File: src/rtl/mem_bus_responder.sv
// Memory-side endpoint of the byte-serial CPU bus.
// Collects 18-slot frames and serves 64-bit word reads/writes.
module mem_bus_responder #(
  parameter int ADDR_BITS = 4
) (
  input  logic       clk,
  input  logic       rst,
  input  logic       sync,
  input  logic [7:0] addr_in,
  input  logic [7:0] data_in,
  output logic [7:0] data_out,
  output logic       data_oe,
  output logic       wr_done,
  output logic       err
);

  localparam int WORDS = 1 << ADDR_BITS;

  logic [4:0]           s;
  logic [4:0]           slot;
  logic [2:0]           bsel;
  logic [63:0]          addr_q;
  logic [63:0]          wdata_q;
  logic [63:0]          rd_sr;
  logic [63:0]          mem [WORDS];
  logic [ADDR_BITS-1:0] idx;
  logic                 oor;
  logic                 wr_flag;
  logic                 cap;
  logic                 dec;
  logic                 shift;
  logic [63:0]          rd_word;

  // sync forces the current cycle to be slot 0
  assign slot    = sync ? 5'd0 : s;
  assign bsel    = 3'(slot - 5'd1);
  assign idx     = addr_q[ADDR_BITS+2:3];
  assign oor     = |addr_q[63:ADDR_BITS+3];
  assign wr_flag = addr_in[0];
  assign rd_word = oor ? 64'd0 : mem[idx];

  assign cap   = (slot >= 5'd1) && (slot <= 5'd8);
  assign dec   = (slot == 5'd9);
  assign shift = (slot >= 5'd10) && (slot <= 5'd16);

  always_ff @(posedge clk) begin
    if (rst) begin
      s        <= 5'd0;
      addr_q   <= 64'd0;
      wdata_q  <= 64'd0;
      rd_sr    <= 64'd0;
      data_out <= 8'd0;
      data_oe  <= 1'b0;
      wr_done  <= 1'b0;
      err      <= 1'b0;
      for (int i = 0; i < WORDS; i++)
        mem[i] <= 64'd0;
    end else begin
      s       <= (slot == 5'd17) ? 5'd0 : slot + 5'd1;
      wr_done <= 1'b0;
      err     <= 1'b0;
      unique case (1'b1)
        cap: begin
          addr_q[{bsel, 3'b000} +: 8]  <= addr_in;
          wdata_q[{bsel, 3'b000} +: 8] <= data_in;
        end
        dec: begin
          err <= oor;
          if (wr_flag) begin
            rd_sr <= 64'd0;
            if (!oor) begin
              mem[idx] <= wdata_q;
              wr_done  <= 1'b1;
            end
          end else begin
            // word is frozen here; later writes do not disturb it
            rd_sr    <= rd_word;
            data_out <= rd_word[63:56];
            data_oe  <= 1'b1;
          end
        end
        shift: begin
          rd_sr    <= rd_sr << 8;
          data_out <= rd_sr[55:48];
        end
        default: begin
          rd_sr    <= 64'd0;
          data_out <= 8'd0;
          data_oe  <= 1'b0;
        end
      endcase
    end
  end

endmodule

File: config.mk
export PLATFORM = sky130hd
export DESIGN_NAME = mem_bus_responder
export DESIGN_NICKNAME = d
export VERILOG_FILES = /design/src/rtl/mem_bus_responder.sv
export SDC_FILE = /design/constraint.sdc
export NUM_CORES = 2
export LEC_CHECK = 0
export BUFFER_PORTS_ARGS = -buffer_cell sky130_fd_sc_hd__buf_2
export CAP_MARGIN = 25
export CORE_MARGIN = 1
export CORE_UTILIZATION = 40
export CTS_CLUSTER_DIAMETER = 30
export CTS_CLUSTER_SIZE = 14
export DETAILED_ROUTE_END_ITERATION = 10
export GPL_ROUTABILITY_DRIVEN = 1
export PLACE_DENSITY = 0.61
export SKIP_CTS_REPAIR_TIMING = 1
export SYNTH_ARGS = -nofsm -noshare
export SYNTH_HDL_FRONTEND = slang
export SYNTH_SLANG_ARGS = --single-unit
File: constraint.sdc
create_clock -name clk -period 8.01 [get_ports clk]
set_clock_uncertainty 0.05 [all_clocks]
set_input_delay 0.801 -clock clk [delete_from_list [all_inputs] [get_ports clk]]
set_output_delay 0.801 -clock clk [all_outputs]
set_load 0.01 [all_outputs]
Word level (Yosys, flattened, before mapping)
Memories as Yosys holds them, arrays and structs flattened. A register that Yosys moved wholly into a read port is not among the register bits.
Cells that the tools add are included.
{"block": "classes", "order_cmp": 4, "shift": 3, "n_reduce_logical": 9, "bitwise_logic": 3, "add_sub_neg": 3, "muxes": 22, "n_eq_ne": 3}
{"cell": "56-bit case mux with 3 select lines", "count": 1}
{"cell": "64-bit bitwise mux", "count": 2}
{"cell": "64-bit two-way mux", "count": 2}
{"cell": "8-bit by 8-bit variable part select with 64-bit output", "count": 2}
{"cell": "64-bit OR reduction", "count": 1}
{"cell": "8-bit by 8-bit variable shift with 64-bit output, first input constant", "count": 1}
{"cell": "57-bit OR reduction", "count": 1}
{"cell": "56-bit two-way mux", "count": 1}
{"cell": "8-bit case mux with 3 select lines", "count": 1}
{"cell": "4-bit two-way mux", "count": 3}
{"cell": "1-bit two-way mux", "count": 9}
{"cell": "8-bit two-way mux", "count": 1}
{"cell": "6-bit negator with 8-bit output", "count": 1}
{"cell": "2-bit OR reduction", "count": 3}
{"cell": "5-bit by 1-bit adder with 5-bit output, second input constant", "count": 1}
{"cell": "5-bit by 4-bit == test with 1-bit output, second input constant", "count": 1}
{"cell": "5-bit == test, second input constant", "count": 1}
{"cell": "5-bit by 1-bit greater-or-equal comparator with 1-bit output, second input constant", "count": 1}
{"cell": "5-bit by 4-bit greater-or-equal comparator with 1-bit output, second input constant", "count": 1}
{"cell": "5-bit by 4-bit less-or-equal comparator with 1-bit output, second input constant", "count": 1}
{"cell": "5-bit less-or-equal comparator, second input constant", "count": 1}
{"cell": "5-bit two-way mux", "count": 1}
{"cell": "2-bit AND reduction", "count": 2}
{"cell": "1-bit inverter", "count": 3}
{"cell": "other kinds (4)", "count": 5}
{"block": "word_totals", "register_bits": 200, "mem_bits_rw": 1024, "wordCells": 56, "output_inout_bits": 11, "n_memories": 1}
{"memory": "mem", "words": 16, "width": 64, "rd": 1, "rd_clocked_by_memory_dff": 1, "write_ports": 16, "line_no": "25", "source": "logic [63:0] mem [WORDS];"}

Depth between registers and ports, before layout
{"block": "depth", "word_depth": 8, "depth_mapped": 11, "depth_no_buf": 8}

Least setup slack after synthesis
OpenSTA, ideal clock, no wires.
{"block": "synth_path", "path_type": "in2reg", "start": "input port sync", "end": "memory mem[0][0], enable pin", "arrival_ns": 8.021, "t_required_ns": 7.298, "stages": 6, "path_slack_ns": -0.723, "setup_time_ns": 0.662, "cell_sequence": "nand2b_1 buf_2 ha_1 and2_1 nand2_1 o41ai_1"}
{"item": "start: declaration", "line_no": "8", "source": "input logic sync,"}
{"item": "end: declaration", "line_no": "25"}

==> run summary <==
Antenna Nets Post-Route -> 0
Mapped Cells -> 3,746
placed cells -> 5,176
Area contributors post-synth -> edfxtp_1, mux4_2, nor3_1, dfxtp_1, mux2i_1
initial antenna violation count -> 1
number of synthesized flops with an enable pin -> 1,024
area delta synth->final -> 20.5%
vias in the first global route -> 35,300
row count -> 133
fin worst setup slack -> 3000 ps
Place WS -> 2600 ps
max cap viols -> 0
global-route usage over all layers -> 22.9%
CP Capture Type -> flop
Final Critical Period -> 5010 ps
worst-path fanout max -> 25
Crit path arrival time -> 5420 ps
worst slew pin tran -> 1150 ps
Clock Pin Slew Worst Setup and Hold Paths -> 40 ps
Final Max Slew Viols -> 0
Worst Path Buf+Inv -> 1
Worst Setup SP -> s[0]$_SDFF_PP0_
Top FF cell, synth -> edfxtp_1
Core Area -> 0.132 mm²
grt ovf -> 0
post-synthesis register bit count -> 1,225
Max Freq -> 200 MHz
CTS tree -> done
Detailed Route Iter0 Violations -> 3,573
H-tree levels -> 5
Clock Sinks -> 1,225
# port buffers -> 29
Initial Utilization -> 40.4%
Clk Latency, worst-skew pair -> 880 ps
Setup Viol. Count Final -> 0
drt pass-1 iters -> 6
Max rail drop VDD -> 0.000253 V
Mapped Area -> 0.0533 mm²
CTS Buffer Depth -> 4
Die Area -> 0.135 mm²
CP max stage cell -> o21ai_4
final hold violations -> 0
placer congestion estimate -> 0.808
Synthesis Warnings -> 0
headroom to the max-slew limit -> 23.3%
final core utilization -> 48.7%
pwr dens -> 293 mW/mm²
RSZ-0062 raised after global routing -> false
Die Ht -> 367 µm
Vias -> 34,100
total power -> 0.0188 W
CP max stage delay -> 1070 ps
setup TNS -> 0 ps
count of cell types in the netlist -> 55
IO Count -> 30
Crit path max-delay family -> simple AND/OR/NAND/NOR gates
root buf cell -> clkbuf_16
Die W -> 367 µm
largest net degree at the start of global routing -> 209
CP Cell Sequence -> nor2b_1 -> ha_1 -> nand2_1 -> nor2_4 -> nand4b_1 -> o21ai_4 -> buf_4
outcome -> complete, no violations
post-synth top area cell -> edfxtp_1
Post-DP HPWL -> 78.2 mm
Critical Path RT -> 8430 ps
Post-Layout Cell Count -> 5,670
Syn Nets -> 3,771
fin nets -> 3,733
Post-Syn Area per Cell -> 14.2 µm²
share of cells above drive strength 1 -> 23.1%
Num CTS Buffers -> 284
Tcrit/Tclk final -> 62.5%
HP Start -> addr_in[4]
Total Wirelength -> 155 mm
leak pwr -> 20.5 nW
CP Class -> reg2reg
share of the synthesized area in the top cell type -> 57.7%
Critical Path Source Type -> flop
via/cell ratio -> 6.02
HP Class -> in2reg
register area share after synthesis -> 65.2%
wire per inst -> 27.3 µm
Async SR Flop Fraction -> 0%
Residual DRC -> 0
r2r startpoint -> s[0]$_SDFF_PP0_
first-pass GRT wire length -> 231 mm
[per-layer routing]
layer	GRT usage (%)	up-vias	wire length, µm
met5	0	-	15
met4	7.16	2	3690
met3	5.92	289	15200
met2	36.0	1721	73100
met1	31.1	17600	62600
li1	-	14500	-
[synth_stat cells, types with 4 or more instances]
cell and instances:
edfxtp_1 1024, o221ai_1 48, clkbuf_1 292, nor3b_1 6, mux2i_1 140, buf_2 113, mux2_2 9, nor3_1 1030
ha_1 6, o2bb2ai_1 8, nand4_1 6, nand3_1 74, buf_1 24, inv_1 107, nand2_1 230, mux4_2 311
o21ai_0 13, a21oi_1 8, o31ai_1 6, nor4_1 13, o22ai_1 6, buf_4 5, nand2b_1 4, dfxtp_1 201
nor2_1 16
[layout by cell type, fill, tap and decap left out, types with 4 or more instances in the layout]
cell        count
clkinvlp_4     26
inv_6           6
clkbuf_1       35
a21oi_1         8
nand2_1       229
edfxtp_1     1024
buf_12          8
o22ai_1         6
nor4_4          4
o2bb2ai_1       8
nor3_1       1030
nor2_1         15
clkinv_2       43
mux2i_1       140
buf_16          5
o31ai_4         5
o21ai_4        10
dfxtp_1       197
bufinv_16      30
nor4_1         13
nand4_1         6
o221ai_1       48
buf_2          28
nand3_1        69
clkinv_1       31
inv_1         107
clkbuf_16     290
mux2_2          9
ha_1            6
nor3b_1         6
mux4_2        311
clkbuf_8       13
buf_4          70
dfxtp_4         4
clkinv_4       15
[state kept, by name (all words and copies together), names as in the netlist, named ones only]
| signal | flops |
|---|---|
| wr_done | 1 |
| err | 1 |
| data_oe | 1 |
| wdata_q | 64 |
| s | 5 |
| rd_sr | 56 |
| addr_q | 61 |
| data_out | 8 |
| mem | 1024 |
[final timing paths]
path                               end  slack [ps]  cells past startpoint
max          mem[14][30]$_SDFFCE_PN0P_        3000                      7
max reg2reg  mem[14][30]$_SDFFCE_PN0P_        3000                      7
min reg2reg    addr_q[53]$_SDFFE_PP0P_         400                      2
min            addr_q[44]$_SDFFE_PP0P_         190                      3
[area by class of cell]
type	count	area [µm²]
Fill cell	11200	67600
Sequential cell	1225	34800
Multi-Input combinational cell	1978	16600
Clock buffer	338	7570
Tap cell	1755	2200
Clock inverter	154	1660
Timing Repair Buffer	111	963
Inverter	108	413
Antenna cell	1	2.50
[logic make-up (layout without fill, tap and decap cells)]
kind of cell / after synthesis / count (layout) / share of synthesized area (%)
adder cells (fa/ha/maj): 6 / 6 / 0.141
AO/OA/AOI/OAI: 102 / 102 / 1.47
multiplexers: 460 / 460 / 16.0
AND/OR/NAND/NOR: 1406 / 1406 / 13.0
flip-flops: 1225 / 1225 / 65.2
other: 0 / 1 / 0
XOR/XNOR: 4 / 4 / 0.101
buffers and inverters: 543 / 711 / 4.14
[power by group]
group / total, W / internal (W) / switching (W)
Sequential: 0.00719 / 0.00713 / 0.0000655
Clock: 0.0111 / 0.00763 / 0.00351
Combinational: 0.000489 / 0.000138 / 0.000351
Total: 0.0188 / 0.0149 / 0.00392
[worst min-delay path: stages]
cell and delay, ps:
buf_2 120, nand3_1 80, mux2i_1 70
[metrics by stage]
stage / area (µm²) / hold WS [ps]
after floorplan: 53300 / 382
after global placement: 54900 / 393
after detailed placement: 55000 / 398
after CTS: 64200 / 141
after global routing: 64200 / 173
final: 64200 / 194
(Power assumes the default switching activity.)
